File: src/rtl/imem_fetch_arbiter.sv
// Shares one combinational instruction ROM port between CPU fetch and a debug readback port.
// One access per cycle, byte-to-word translation, range/alignment checks, registered responses.
module imem_fetch_arbiter #(
    parameter int ADDR_W     = 5,
    parameter int DATA_W     = 32,
    parameter int ROM_WORDS  = 30,
    parameter int STARVE_MAX = 4
) (
    input  logic              clk,
    input  logic              rst_n,
    output logic [ADDR_W-1:0] rom_addr,
    input  logic [DATA_W-1:0] rom_instr,
    input  logic              fetch_req,
    input  logic [31:0]       fetch_addr,
    input  logic              fetch_flush,
    output logic              fetch_gnt,
    output logic              fetch_valid,
    output logic [DATA_W-1:0] fetch_instr,
    output logic              fetch_err,
    input  logic              dbg_req,
    input  logic [ADDR_W-1:0] dbg_addr,
    output logic              dbg_gnt,
    output logic              dbg_valid,
    output logic [DATA_W-1:0] dbg_data,
    output logic              dbg_err
);

    localparam int CNT_W = $clog2(STARVE_MAX + 1);
    localparam logic [ADDR_W:0]  ROM_LIMIT  = (ADDR_W + 1)'(ROM_WORDS);
    localparam logic [CNT_W-1:0] STARVE_LIM = CNT_W'(STARVE_MAX);

    logic [CNT_W-1:0]  starve_q, starve_d;
    logic              fetch_valid_q, fetch_valid_d;
    logic              fetch_err_q, fetch_err_d;
    logic [DATA_W-1:0] fetch_instr_q, fetch_instr_d;
    logic              dbg_valid_q, dbg_valid_d;
    logic              dbg_err_q, dbg_err_d;
    logic [DATA_W-1:0] dbg_data_q, dbg_data_d;

    logic [ADDR_W-1:0] fetch_word;
    logic              fetch_bad;
    logic              dbg_bad;
    logic              fetch_elig;
    logic              dbg_forced;

    always_comb begin
        fetch_word = fetch_addr[ADDR_W+1:2];
        fetch_bad  = (fetch_addr[1:0] != 2'b00) || (fetch_addr[31:ADDR_W+2] != '0) ||
                     ({1'b0, fetch_word} >= ROM_LIMIT);
        dbg_bad    = ({1'b0, dbg_addr} >= ROM_LIMIT);
        fetch_elig = fetch_req && !fetch_flush;
        dbg_forced = (starve_q == STARVE_LIM);

        // Grants are held low during reset so nothing is consumed while the responders are cleared.
        dbg_gnt   = rst_n && dbg_req && (!fetch_elig || dbg_forced);
        fetch_gnt = rst_n && fetch_elig && !dbg_gnt;
        rom_addr  = dbg_gnt ? dbg_addr : fetch_word;
    end

    always_comb begin
        starve_d = starve_q;
        if (dbg_gnt || !dbg_req) begin
            starve_d = '0;
        end else if (fetch_gnt && (starve_q != STARVE_LIM)) begin
            starve_d = starve_q + CNT_W'(1);
        end

        // Faulting addresses never pass ROM data through, so unpopulated words cannot leak X.
        fetch_valid_d = fetch_gnt;
        fetch_err_d   = fetch_gnt && fetch_bad;
        fetch_instr_d = (fetch_gnt && !fetch_bad) ? rom_instr : '0;
        dbg_valid_d   = dbg_gnt;
        dbg_err_d     = dbg_gnt && dbg_bad;
        dbg_data_d    = (dbg_gnt && !dbg_bad) ? rom_instr : '0;
    end

    always_ff @(posedge clk or negedge rst_n) begin
        if (!rst_n) begin
            starve_q      <= '0;
            fetch_valid_q <= 1'b0;
            fetch_err_q   <= 1'b0;
            fetch_instr_q <= '0;
            dbg_valid_q   <= 1'b0;
            dbg_err_q     <= 1'b0;
            dbg_data_q    <= '0;
        end else begin
            starve_q      <= starve_d;
            fetch_valid_q <= fetch_valid_d;
            fetch_err_q   <= fetch_err_d;
            fetch_instr_q <= fetch_instr_d;
            dbg_valid_q   <= dbg_valid_d;
            dbg_err_q     <= dbg_err_d;
            dbg_data_q    <= dbg_data_d;
        end
    end

    assign fetch_valid = fetch_valid_q;
    assign fetch_err   = fetch_err_q;
    assign fetch_instr = fetch_instr_q;
    assign dbg_valid   = dbg_valid_q;
    assign dbg_err     = dbg_err_q;
    assign dbg_data    = dbg_data_q;

endmodule
File: config.mk
export PLATFORM = sky130hd
export DESIGN_NAME = imem_fetch_arbiter
export DESIGN_NICKNAME = d
export VERILOG_FILES = /design/src/rtl/imem_fetch_arbiter.sv
export SDC_FILE = /design/constraint.sdc
export NUM_CORES = 1
export LEC_CHECK = 0
export CAP_MARGIN = 5
export CORE_MARGIN = 4
export CORE_UTILIZATION = 55
export CTS_CLUSTER_DIAMETER = 50
export CTS_CLUSTER_SIZE = 8
export DETAILED_ROUTE_END_ITERATION = 8
export DONT_BUFFER_PORTS = 1
export PLACE_DENSITY_LB_ADDON = 0.15
export SYNTH_ARGS = -nofsm -noshare
export SYNTH_HDL_FRONTEND = slang
export SYNTH_SLANG_ARGS = --single-unit
File: constraint.sdc
create_clock -name clk -period 2.2 [get_ports clk]
set_clock_uncertainty 0.1 [all_clocks]
set_input_delay 0.44 -clock clk [delete_from_list [all_inputs] [get_ports clk]]
set_output_delay 0.44 -clock clk [all_outputs]
set_load 0.01 [all_outputs]
# After elaboration in Yosys (flattened, before gate mapping)
# Cells that the tools add are included.
# totals
register_bits,71
input_bits,74
word_cells,40
# op_classes
add_sub_neg,1
n_lt_le_gt_ge,2
eq_ne,2
n_mux,5
n_reduce_logical,23
# op_table
cell,count
$mux W32,2
$reduce_bool A25 Y1,1
$ge A5 B5 Y1 const B,2
$logic_and A1 B1 Y1,10
$logic_not A1 Y1,6
$mux W3,2
$mux W5,1
$logic_or A1 B1 Y1,4
$reduce_bool A2 Y1,2
$add A3 B1 Y3 const B,1
$eq A3 B3 Y1 const B,1
$ne A3 B3 Y1 const B,1

# Logic depth before layout (Yosys ltp)
# Gate-level depths: netlist (run 1).
# depth
word_depth,10
mapped_depth,6
depth_no_buf,5

# Least setup slack after synthesis (run 1)
# Ideal clock, no wire load.
# synth_timing
path_type,register to output
start,reg starve_q[0]
end,out rom_addr[0]
arrival_time_ns,1.497
t_required_ns,1.660
slack_ns,0.163
path_stages_with_launch,6
path_buffers,0
cell_sequence,dfrtp_1 -> inv_1 -> ha_1 -> nand2_2 -> a21oi_2 -> mux2_2
# synth_between
elab_chain_len,4
# synth_lines
item,line_no,text
from (decl),32,"logic [CNT_W-1:0] starve_q, starve_d;"
from (signal assigned),87,starve_q <= starve_d;
$eq A3 B3 Y1,52,dbg_forced = (starve_q == STARVE_LIM);
$logic_or A1 B1 Y1,55,dbg_gnt = rst_n && dbg_req && (!fetch_elig || dbg_forced);
$logic_and A1 B1 Y1,55,
named net dbg_gnt,22,"output logic dbg_gnt,"
$mux W5,57,rom_addr = dbg_gnt ? dbg_addr : fetch_word;
to (decl),11,"output logic [ADDR_W-1:0] rom_addr,"
# The timed path passes the listed nets, and every way through them passes these cells.

# Worst setup path after layout (run 1)
# layout_timing
start,reg starve_q[0]
end,out rom_addr[0]
# layout_between
elab_chain_len,4
# layout_lines
item,line_no
$eq A3 B3 Y1,52
$logic_or A1 B1 Y1,55
$logic_and A1 B1 Y1,55
$mux W5,57
# No other way between the ends.

==> results of run 1 <==
-- layout make-up --
type                            instances  area, um2
Clock buffer                           11      141.4
Clock inverter                          5      103.9
Fill cell                             364       1660
Inverter                                3      11.26
Multi-Input combinational cell        102      857.1
Sequential cell                        71       1777
Tap cell                               67      83.83
Timing Repair Buffer                   13      120.1
-- sequential cells by signal, indices dropped and copies added, names as in the netlist --
signal and cells:
dbg_data 32, starve_q 3, dbg_err 1, dbg_valid 1, fetch_instr 32, fetch_err 1
fetch_valid 1
-- metal layers --
layer | routed length, um | global-route usage | vias up
met5 | 0 | 0 | -
li1 | - | - | 686
met3 | 673 | 0.09518 | 6
met4 | 80 | 0.07692 | 0
met2 | 3363 | 0.3724 | 104
met1 | 1925 | 0.1816 | 772
-- through the flow --
step | instances | setup TNS, ns | hold WS (ns)
global route | 272 | -0.2984 | 0.1103
floorplan | 188 | 0 | 0.04441
detailed placement | 247 | 0 | 0.04596
finish | 272 | 0 | 0.1399
CTS | 268 | 0 | -0.3094
global placement | 247 | 0 | 0.04611
-- repair_timing --
item                                    CTS  global route
setup buffers                             5             2
hold endpoints to repair                 71            71
gates cloned                              0             0
endpoints found under the setup margin    6             6
pin swaps                                 2             0
gates resized for setup                  11             1
-- layout by cell type, fill, tap and decap left out, types with 2 or more instances in the layout --
cell type	Yosys	routed
bufinv_16	0	3
buf_4	1	11
a21boi_0	3	3
and4_1	30	30
inv_2	0	2
dfrtp_1	71	71
mux2_4	0	5
nor4_1	3	3
and4_2	3	3
nand2_1	2	2
clkbuf_8	0	10
and2_1	33	33
and4_4	2	2
nor4_2	3	3
nand4_1	2	2
-- final timing paths --
path | start | end | slack, ns | cells past startpoint
max | starve_q[0]$_DFFE_PN0P_ | rom_addr[0] | 0.03 | 5
min | rom_instr[9] | dbg_data[9]$_DFF_PN0_ | 0.14 | 1
max reg2reg | starve_q[0]$_DFFE_PN0P_ | starve_q[2]$_DFFE_PN0P_ | 0.48 | 6
min reg2reg | starve_q[2]$_DFFE_PN0P_ | dbg_valid$_DFF_PN0_ | 0.61 | 2
max in group asynchronous | rst_n | dbg_data[19]$_DFF_PN0_ | 1.15 | 2
min in group asynchronous | rst_n | dbg_data[26]$_DFF_PN0_ | 0.58 | 2
-- critical path: cells and delay by family (launching register included) --
family | cells | cell delay [ns]
and+or+nand+nor | 1 | 0.06
adders and majority gates | 1 | 0.14
muxes | 1 | 0.36
buffers and inverters | 1 | 0.08
AOI/OAI and AO/OA | 1 | 0.28
DFF | 1 | 0.40
-- power by group through the flow --
stage	clock network, uW	registers [uW]	logic (uW)
floorplan	0	1370	60.8
global placement	0	1380	67.0
detailed placement	0	1380	70.1
global route	1330	1350	128
finish	1240	1350	114
CTS	1260	1350	82.5
-- logic make-up (layout without fill, tap and decap cells) --
| family | after synthesis | in the layout | share of synthesized area |
|---|---|---|---|
| AOI/OAI and AO/OA | 8 | 8 | 0.02531 |
| adders and majority gates | 2 | 2 | 0.009202 |
| buffers and inverters | 15 | 32 | 0.04786 |
| DFF | 71 | 71 | 0.6535 |
| muxes | 5 | 5 | 0.02071 |
| and+or+nand+nor | 87 | 87 | 0.2434 |
==> metrics, run 1 <==
async set or reset register ratio after synthesis 1.000; Via density 5.765; Final ANT Viol Nets 0; gr ovfl total 0; clock sink count 71; logic gate share of total power 0.042; unrepaired setup endpoints after global routing yes; Setup WS pre-CTS 0.07915 ns; CP Cell Sequence inv_2 -> ha_4 -> nand2_4 -> a21oi_4 -> mux2_4; Final setup viols 0; Worst-path clk slew 0.07 ns; Post-synth EDFFs 0; Rows 25; Area growth, synth to finish 13.81%; Die Y-Extent 78.31 um; placed instance area between 2000 and 3000 um2; # IOs 149; Crit path required time 1.66 ns; Max Slew Vio Count 0; crit path kind reg2out; worst-path fanout max 7; # port buffers 0; final period utilization 0.9885; Design Power ~2700 uW; post-synthesis sequential area ratio 0.6535; Synth Instances 188; H-tree depth 3; dpl hpwl approximately 4200 um; cell area after layout between 3000 and 4000 um2; Max clock buf depth 2; DR pass1 iterations 4; post-layout util 0.6508; Diodes inserted 0; top cells by area, synth dfrtp_1, and4_1, and2_1; CTS buffer count 9; gp weighted congestion a little under 0.8; Core Region 4755 um2; Final Hold Fails 0; Net Sw Frac 0.1990; drt drc 0; startpoint types flip-flop; fin worst setup slack 0.02541 ns; vias in the first global route 1689; Nets 276; Skew-Pair Late Insertion Delay approximately 0.32 ns; Yosys reg bits 71; endpoint type of the worst setup path primary output; Syn Area/Cell 14.46 um2; unique cell type count in the Yosys netlist 30; CTS tree done; Cell Pwr Density between 800 and 900 nW/um2; Psw about 540 uW; antenna violations before repair 0; Seq pwr share 0.500; Worst path slowest cell dfrtp_1; DR vias approximately 1600; full die area 6132 um2; hold crit path type in2reg; min Tclk post-route 2.175 ns; detailed-route wire length 6043 um; largest net degree at the start of global routing 76; first-pass GRT wire length about 8900 um; status finished clean; Worst Max-Slew Pin Slew 0.3254 ns; top-count cell post-synth dfrtp_1; clock share of power 0.458; Static Leakage 0.001498 uW; Max Fclk 0.4599 GHz; top_reg_cell synth dfrtp_1; area leader, netlist dfrtp_1; DR iter-0 viols 77; Mapped Nets 264; Initial Utilization 0.5718; DR WL/cell 22.22 um; Syn Std Cell Area between 2000 and 3000 um2; Total GRT Usage 0.1985; # Max-Cap Violations 0; share of layout cells above drive strength 1 0.2341; CP max stage delay 0.40 ns; commonest cells in the netlist dfrtp_1, and2_1, and4_1, buf_6, mux2_2; peak supply drop 0.4439 mV; root buffer cell clkbuf_8; Rel. slew slack 0.7831; Yosys top cell area share 0.6535; warnings from Yosys 0; Arr. time, crit path 1.63 ns; P_int around 2200 uW; Die X 78.31 um
No activity file was read; power rests on OpenSTA's default activity.
==> run 2: changes to the inputs <==
==> constraint.sdc (replaced) <==
create_clock -name clk -period 2.53 [get_ports clk]
set_clock_uncertainty 0.1 [all_clocks]
set_input_delay 0.506 -clock clk [delete_from_list [all_inputs] [get_ports clk]]
set_output_delay 0.506 -clock clk [all_outputs]
set_load 0.01 [all_outputs]
==> run 2 against run 1 <==
  * Power is 18% lower
  * Critical path type unchanged
  * Sequential share of layout area is 1.6 points higher
  * Clock-buffer cell count is 1 lower
  * Largest cell class unchanged
  * Final area is 2.7% lower
==> metrics, run 2 (synthesis gave the netlist of run 1 again) <==
CP Cell Sequence inv_1 -> ha_4 -> nand2_2 -> a21oi_4 -> mux2_4; DR top layer met4; first-pass GRT wire length 8942 um (+0.39%); WL met2 3367 um (+0.12%); Worst path slowest cell dfrtp_1; Final ANT Viol Nets 0 (unchanged); cell area after layout 3009 um2 (-2.7%); share of layout cells above drive strength 1 0.2060 (-0.02812); Initial Utilization 0.5718 (unchanged); # Max-Cap Violations 0 (unchanged); Hold Crit Start rom_instr[27]; crit path kind reg2out; Nets 270 (-2.2%); peak supply drop 0.3630 mV (-18%); # IOs 149 (unchanged); setup TNS 0 ns (unchanged); Rel. slew slack 0.7577 (-0.02540); Area growth, synth to finish 10.68%; H-tree depth 3 (unchanged); min Tclk post-route ~2.4 ns; hold crit path type in2reg; Max Slew Vio Count 0 (unchanged); Die X 78.31 um (unchanged); r2r startpoint starve_q[1]$_DFFE_PN0P_; Arr. time, crit path 1.84 ns (+0.21 ns); # port buffers 0 (unchanged); Static Leakage 0.001451 uW (-3.1%); drt drc 0 (unchanged); vias in the first global route 1663 (-1.5%); worst-path fanout max 8 (+1); antenna violations before repair 0 (unchanged); DR vias 1532 (-2.3%); startpoint types flip-flop; area of the multi-input gates 850.8 um2 (-0.73%); Total GRT Usage 0.2012 (+0.002741); sequential cell area 1777 um2 (unchanged); Core Region 4755 um2 (unchanged); Die Y-Extent 78.31 um (unchanged); WL met1 2008 um (+4.3%); gr ovfl total 0 (unchanged); Max Fclk 0.4089 GHz; Final Hold Fails 0 (unchanged); most frequent cells in the layout dfrtp_1, and2_1, and4_1; DR pass1 iterations 3 (-1); Max clock buf depth 2 (unchanged); root buffer cell clkbuf_8; Final setup viols 0 (unchanged); Via density 5.759 (about the same); unrepaired setup endpoints after global routing no; final period utilization 0.9666; CP max stage delay 0.41 ns (about the same); Cell Pwr Density 737.0 nW/um2 (-16%); fillcell total 365 (+0.27%); Worst Max-Slew Pin Slew 0.3627 ns (+0.03729 ns); Worst Setup SP starve_q[1]$_DFFE_PN0P_; detailed-route wire length 6096 um (+0.88%); placed instance area 2706 um2 (-0.28%); CTS tree done; Worst-path clk slew 0.08 ns (about the same); gp weighted congestion 0.7685 (-0.14%); dpl hpwl 4278 um (+0.95%); endpoint type of the worst setup path primary output; Crit path required time 1.92 ns (+0.26 ns); CTS buffer count 9 (unchanged); clock sink count 71 (unchanged); most common cell after layout, fill and taps aside dfrtp_1; Skew-Pair Late Insertion Delay 0.32 ns (about the same); Rows 25 (unchanged); DR iter-0 viols 115 (+49%); Diodes inserted 0 (unchanged); routed wl met3 621 um (-7.7%); DR WL/cell 22.92 um (+3.2%); full die area 6132 um2 (unchanged); status finished clean; largest net degree at the start of global routing 72 (-5.3%)
run 2: cell types whose count changed in the layout (fill, tap and decap cells not counted), sizes merged:
| cell | change |
|---|---|
| buf | -6 |
| bufinv | -1 |
| clkinv | +2 |
| clkbuf | -1 |
run 2: where the power goes:
group          switching (uW)  total [uW]  internal (uW)
registers                20.7        1180           1160
logic                    55.8        94.8           39.1
clock network             393         947            554
run 2: metrics by stage:
stage	hold WS, ns	util	worst slack [ns]	total power (uW)	cells
final	0.2070	0.6329	0.08438	2218	266
after floorplan	0.1104	-	0.4273	1247	188
after global routing	0.1818	0.6329	0.007988	2304	266
after detailed placement	0.1121	0.5692	0.2587	1259	246
after CTS	0.1905	0.6232	0.01674	2231	264
after global placement	0.1121	0.5692	0.3557	1255	246
run 2: repair_timing:
item,CTS,global route
resized for setup,1,8
pin swaps,1,1
hold buffers,2,0
buffers inserted,0,2
endpoints found under the hold margin,71,0
endpoints found under the setup margin,5,5
run 2: path summary, 6_finish.rpt:
path,endpoint,slack (ns),cells past startpoint
worst min register to register,starve_q[1]$_DFFE_PN0P_,0.50,2
worst min-delay path,dbg_data[27]$_DFF_PN0_,0.21,1
worst max register to register,fetch_instr[1]$_DFF_PN0_,0.75,6
worst max-delay path,rom_addr[2],0.08,5
max in group asynchronous,fetch_instr[3]$_DFF_PN0_,1.43,2
min in group asynchronous,dbg_data[29]$_DFF_PN0_,0.63,2
run 2: metal layers:
layer	vias up	global-route usage
li1	675	-
met1	751	0.1815
met3	7	0.07798
met5	-	0
met4	0	0.09266
met2	99	0.3870
run 2: worst max-delay path, delay by kind of cell, from the launching register on:
family / cells / cell delay (ns)
fa+ha+maj: 1 / 0.16
compound gates: 1 / 0.37
buf+inv: 1 / 0.11
mux: 1 / 0.37
flops: 1 / 0.41
simple gates: 1 / 0.11
run 2: cell type report:
| type | count | share of cell area |
|---|---|---|
| Inverter | 3 | 0.003742 |
| Clock inverter | 6 | 0.02786 |
| Multi-Input combinational cell | 102 | 0.2827 |
| Tap cell | 67 | 0.02786 |
| Clock buffer | 10 | 0.04241 |
| Timing Repair Buffer | 7 | 0.02495 |
| Sequential cell | 71 | 0.5904 |
==> run 3: changes to the inputs <==
--- a/config.mk
+++ b/config.mk
@@ -8,6 +8,7 @@
 export CAP_MARGIN = 5
 export CORE_MARGIN = 4
 export CORE_UTILIZATION = 55
+export CTS_BUF_LIST = sky130_fd_sc_hd__clkbuf_4
 export CTS_CLUSTER_DIAMETER = 50
 export CTS_CLUSTER_SIZE = 8
 export DETAILED_ROUTE_END_ITERATION = 8
==> run 3 against run 2 <==
  * Combinational power rose by 1%
  * Power fell by 7.3%
  * Highest routed layer unchanged
  * Register-to-register slack got worse by 0.13 ns
  * Critical path type unchanged
  * Utilization fell by 0.68 points
  * Hold slack got worse by 0.069 ns
  * Wire length rose by 0.46%
  * Critical endpoint unchanged
==> metrics, run 3 (synthesis gave the netlist of run 1 again) <==
setup TNS 0 ns (unchanged); Nets 272 (+0.74%); most common cell after layout, fill and taps aside dfrtp_1; H-tree depth 3 (unchanged); endpoint type of the worst setup path primary output; Cell Pwr Density 690.9 nW/um2 (-6.3%); Worst Reg-to-Reg Cells 7 (+1); # port buffers 0 (unchanged); DR iter-0 viols 129 (+12%); # IOs 149 (unchanged); P_int 1606 uW (-8.1%); min Tclk post-route 2.467 ns (+0.02180 ns); hold crit path type in2reg; dpl hpwl 4278 um (unchanged); Crit path required time 1.92 ns (about the same); Hold Path End dbg_data[27]$_DFF_PN0_; Worst path slowest cell dfrtp_1; Seq pwr share 0.572 (+0.042); DR vias 1571 (+2.5%); Max Slew Vio Count 0 (unchanged); gr ovfl total 0 (unchanged); Final ANT Viol Nets 0 (unchanged); status finished clean; Core Region 4755 um2 (unchanged); hold depth 1 (unchanged); Skew-Pair Late Insertion Delay 0.38 ns (+0.06 ns); CTS buffer count 9 (unchanged); most frequent cells in the layout dfrtp_1, and2_1, and4_1; startpoint types flip-flop; DR pass1 iterations 4 (+1); Design Power 2056 uW (-7.3%); antenna violations before repair 0 (unchanged); Net Sw Frac 0.2190 (+0.007407); root buffer cell clkbuf_4; worst-path fanout max 8 (unchanged); Total GRT Usage 0.2005 (-0.0006479); Via density 5.862 (+1.8%); Area growth, synth to finish 9.480%; CTS tree done; fillcell total 370 (+1.4%); Static Leakage 0.001442 uW (-0.61%); Hold Crit Start rom_instr[27]; Rel. slew slack 0.7598 (+0.002122); detailed-route wire length 6124 um (+0.46%); largest net degree at the start of global routing 72 (unchanged); post-layout util 0.6261 (-0.006842); Bufs and invs on worst path 1 (unchanged); gp weighted congestion 0.7685 (unchanged); final period utilization 0.9753 (+0.008615); Max clock buf depth 2 (unchanged); Worst-path clk slew 0.12 ns (+0.04 ns); clock share of power 0.381 (-0.046); drt drc 0 (unchanged); Initial Utilization 0.5718 (unchanged); CP Cell Sequence inv_2 -> ha_4 -> nand2_4 -> a21oi_4 -> mux2_4; # Max-Cap Violations 0 (unchanged); Critical R2R Capture fetch_instr[1]$_DFF_PN0_; r2r startpoint starve_q[0]$_DFFE_PN0P_; CP max stage delay 0.44 ns (+0.03 ns); Rows 25 (unchanged); first-pass GRT wire length 8894 um (-0.54%); crit path kind reg2out; Final Hold Fails 0 (unchanged); Die X 78.31 um (unchanged); WHS 0.1381 ns (-0.06893 ns); Psw 450.3 uW (-4.0%); unrepaired setup endpoints after global routing yes; Arr. time, crit path 1.86 ns (+0.02 ns); logic gate share of total power 0.047 (+0.004); full die area 6132 um2 (unchanged); cell family with most CP delay flip-flops; Die Y-Extent 78.31 um (unchanged); Final setup viols 0 (unchanged); setup slack on the worst flop-to-flop path 0.62 ns (-0.13 ns); Worst Max-Slew Pin Slew 0.3595 ns (-0.003175 ns); share of layout cells above drive strength 1 0.2239 (+0.01785); vias in the first global route 1643 (-1.2%); DR WL/cell 22.85 um (-0.29%); Max Fclk 0.4053 GHz (-0.88%); peak supply drop 0.3560 mV (-1.9%); clock sink count 71 (unchanged); Diodes inserted 0 (unchanged)
[run 3: timing repair]
item / in CTS / in global routing
pin swaps: 1 / 2
hold buffers: 2 / 0
cloned: 0 / 0
buffers inserted: 0 / 4
gates resized for setup: 2 / 9
endpoints found under the hold margin: 71 / 0
setup endpoints to repair: 5 / 5
[run 3: worst max-delay path by stage]
stage                                       start     endpoint  slack (ns)  cells after the start
after floorplan           starve_q[0]$_DFFE_PN0P_  rom_addr[0]        0.43                      5
after global placement    starve_q[0]$_DFFE_PN0P_  rom_addr[2]        0.36                      5
after detailed placement  starve_q[0]$_DFFE_PN0P_  rom_addr[0]        0.26                      5
after CTS                 starve_q[1]$_DFFE_PN0P_  rom_addr[0]       -0.04                      5
after global routing      starve_q[1]$_DFFE_PN0P_  rom_addr[1]       -0.02                      5
final                     starve_q[1]$_DFFE_PN0P_  rom_addr[2]        0.06                      5
[run 3: power by group through the flow]
stage	sequential, uW	clock (uW)	combinational, uW
after detailed placement	1200	0	60.1
final	1180	784	96.2
after global placement	1200	0	57.0
after CTS	1180	802	89.2
after global routing	1180	858	108
after floorplan	1190	0	52.9
[run 3: layer usage]
metal  up-vias  share of wire  track usage
li1        687              -            -
met1       772           0.33       0.1810
met2       102           0.55       0.3827
met3        10           0.11      0.07798
met4         0          0.019      0.09790
met5         -              0            0
[run 3: layout make-up]
cell class / count / area (um2) / area share
Clock buffer: 10 / 75.07 / 0.02522
Timing Repair Buffer: 9 / 90.09 / 0.03026
Clock inverter: 6 / 83.83 / 0.02816
Tap cell: 67 / 83.83 / 0.02816
Inverter: 3 / 11.26 / 0.003783
Sequential cell: 71 / 1777 / 0.5969
Multi-Input combinational cell: 102 / 855.8 / 0.2875
[run 3: metrics by stage]
| stage | cell area (um2) | instances | worst slack (ns) |
|---|---|---|---|
| 5_1_grt | 2977 | 268 | -0.02210 |
| 3_5_place_dp | 2706 | 246 | 0.2587 |
| 4_1_cts | 2913 | 264 | -0.03825 |
| 3_3_place_gp | 2706 | 246 | 0.3557 |
| 2_1_floorplan | 2719 | 188 | 0.4273 |
| 6_report | 2977 | 268 | 0.06259 |
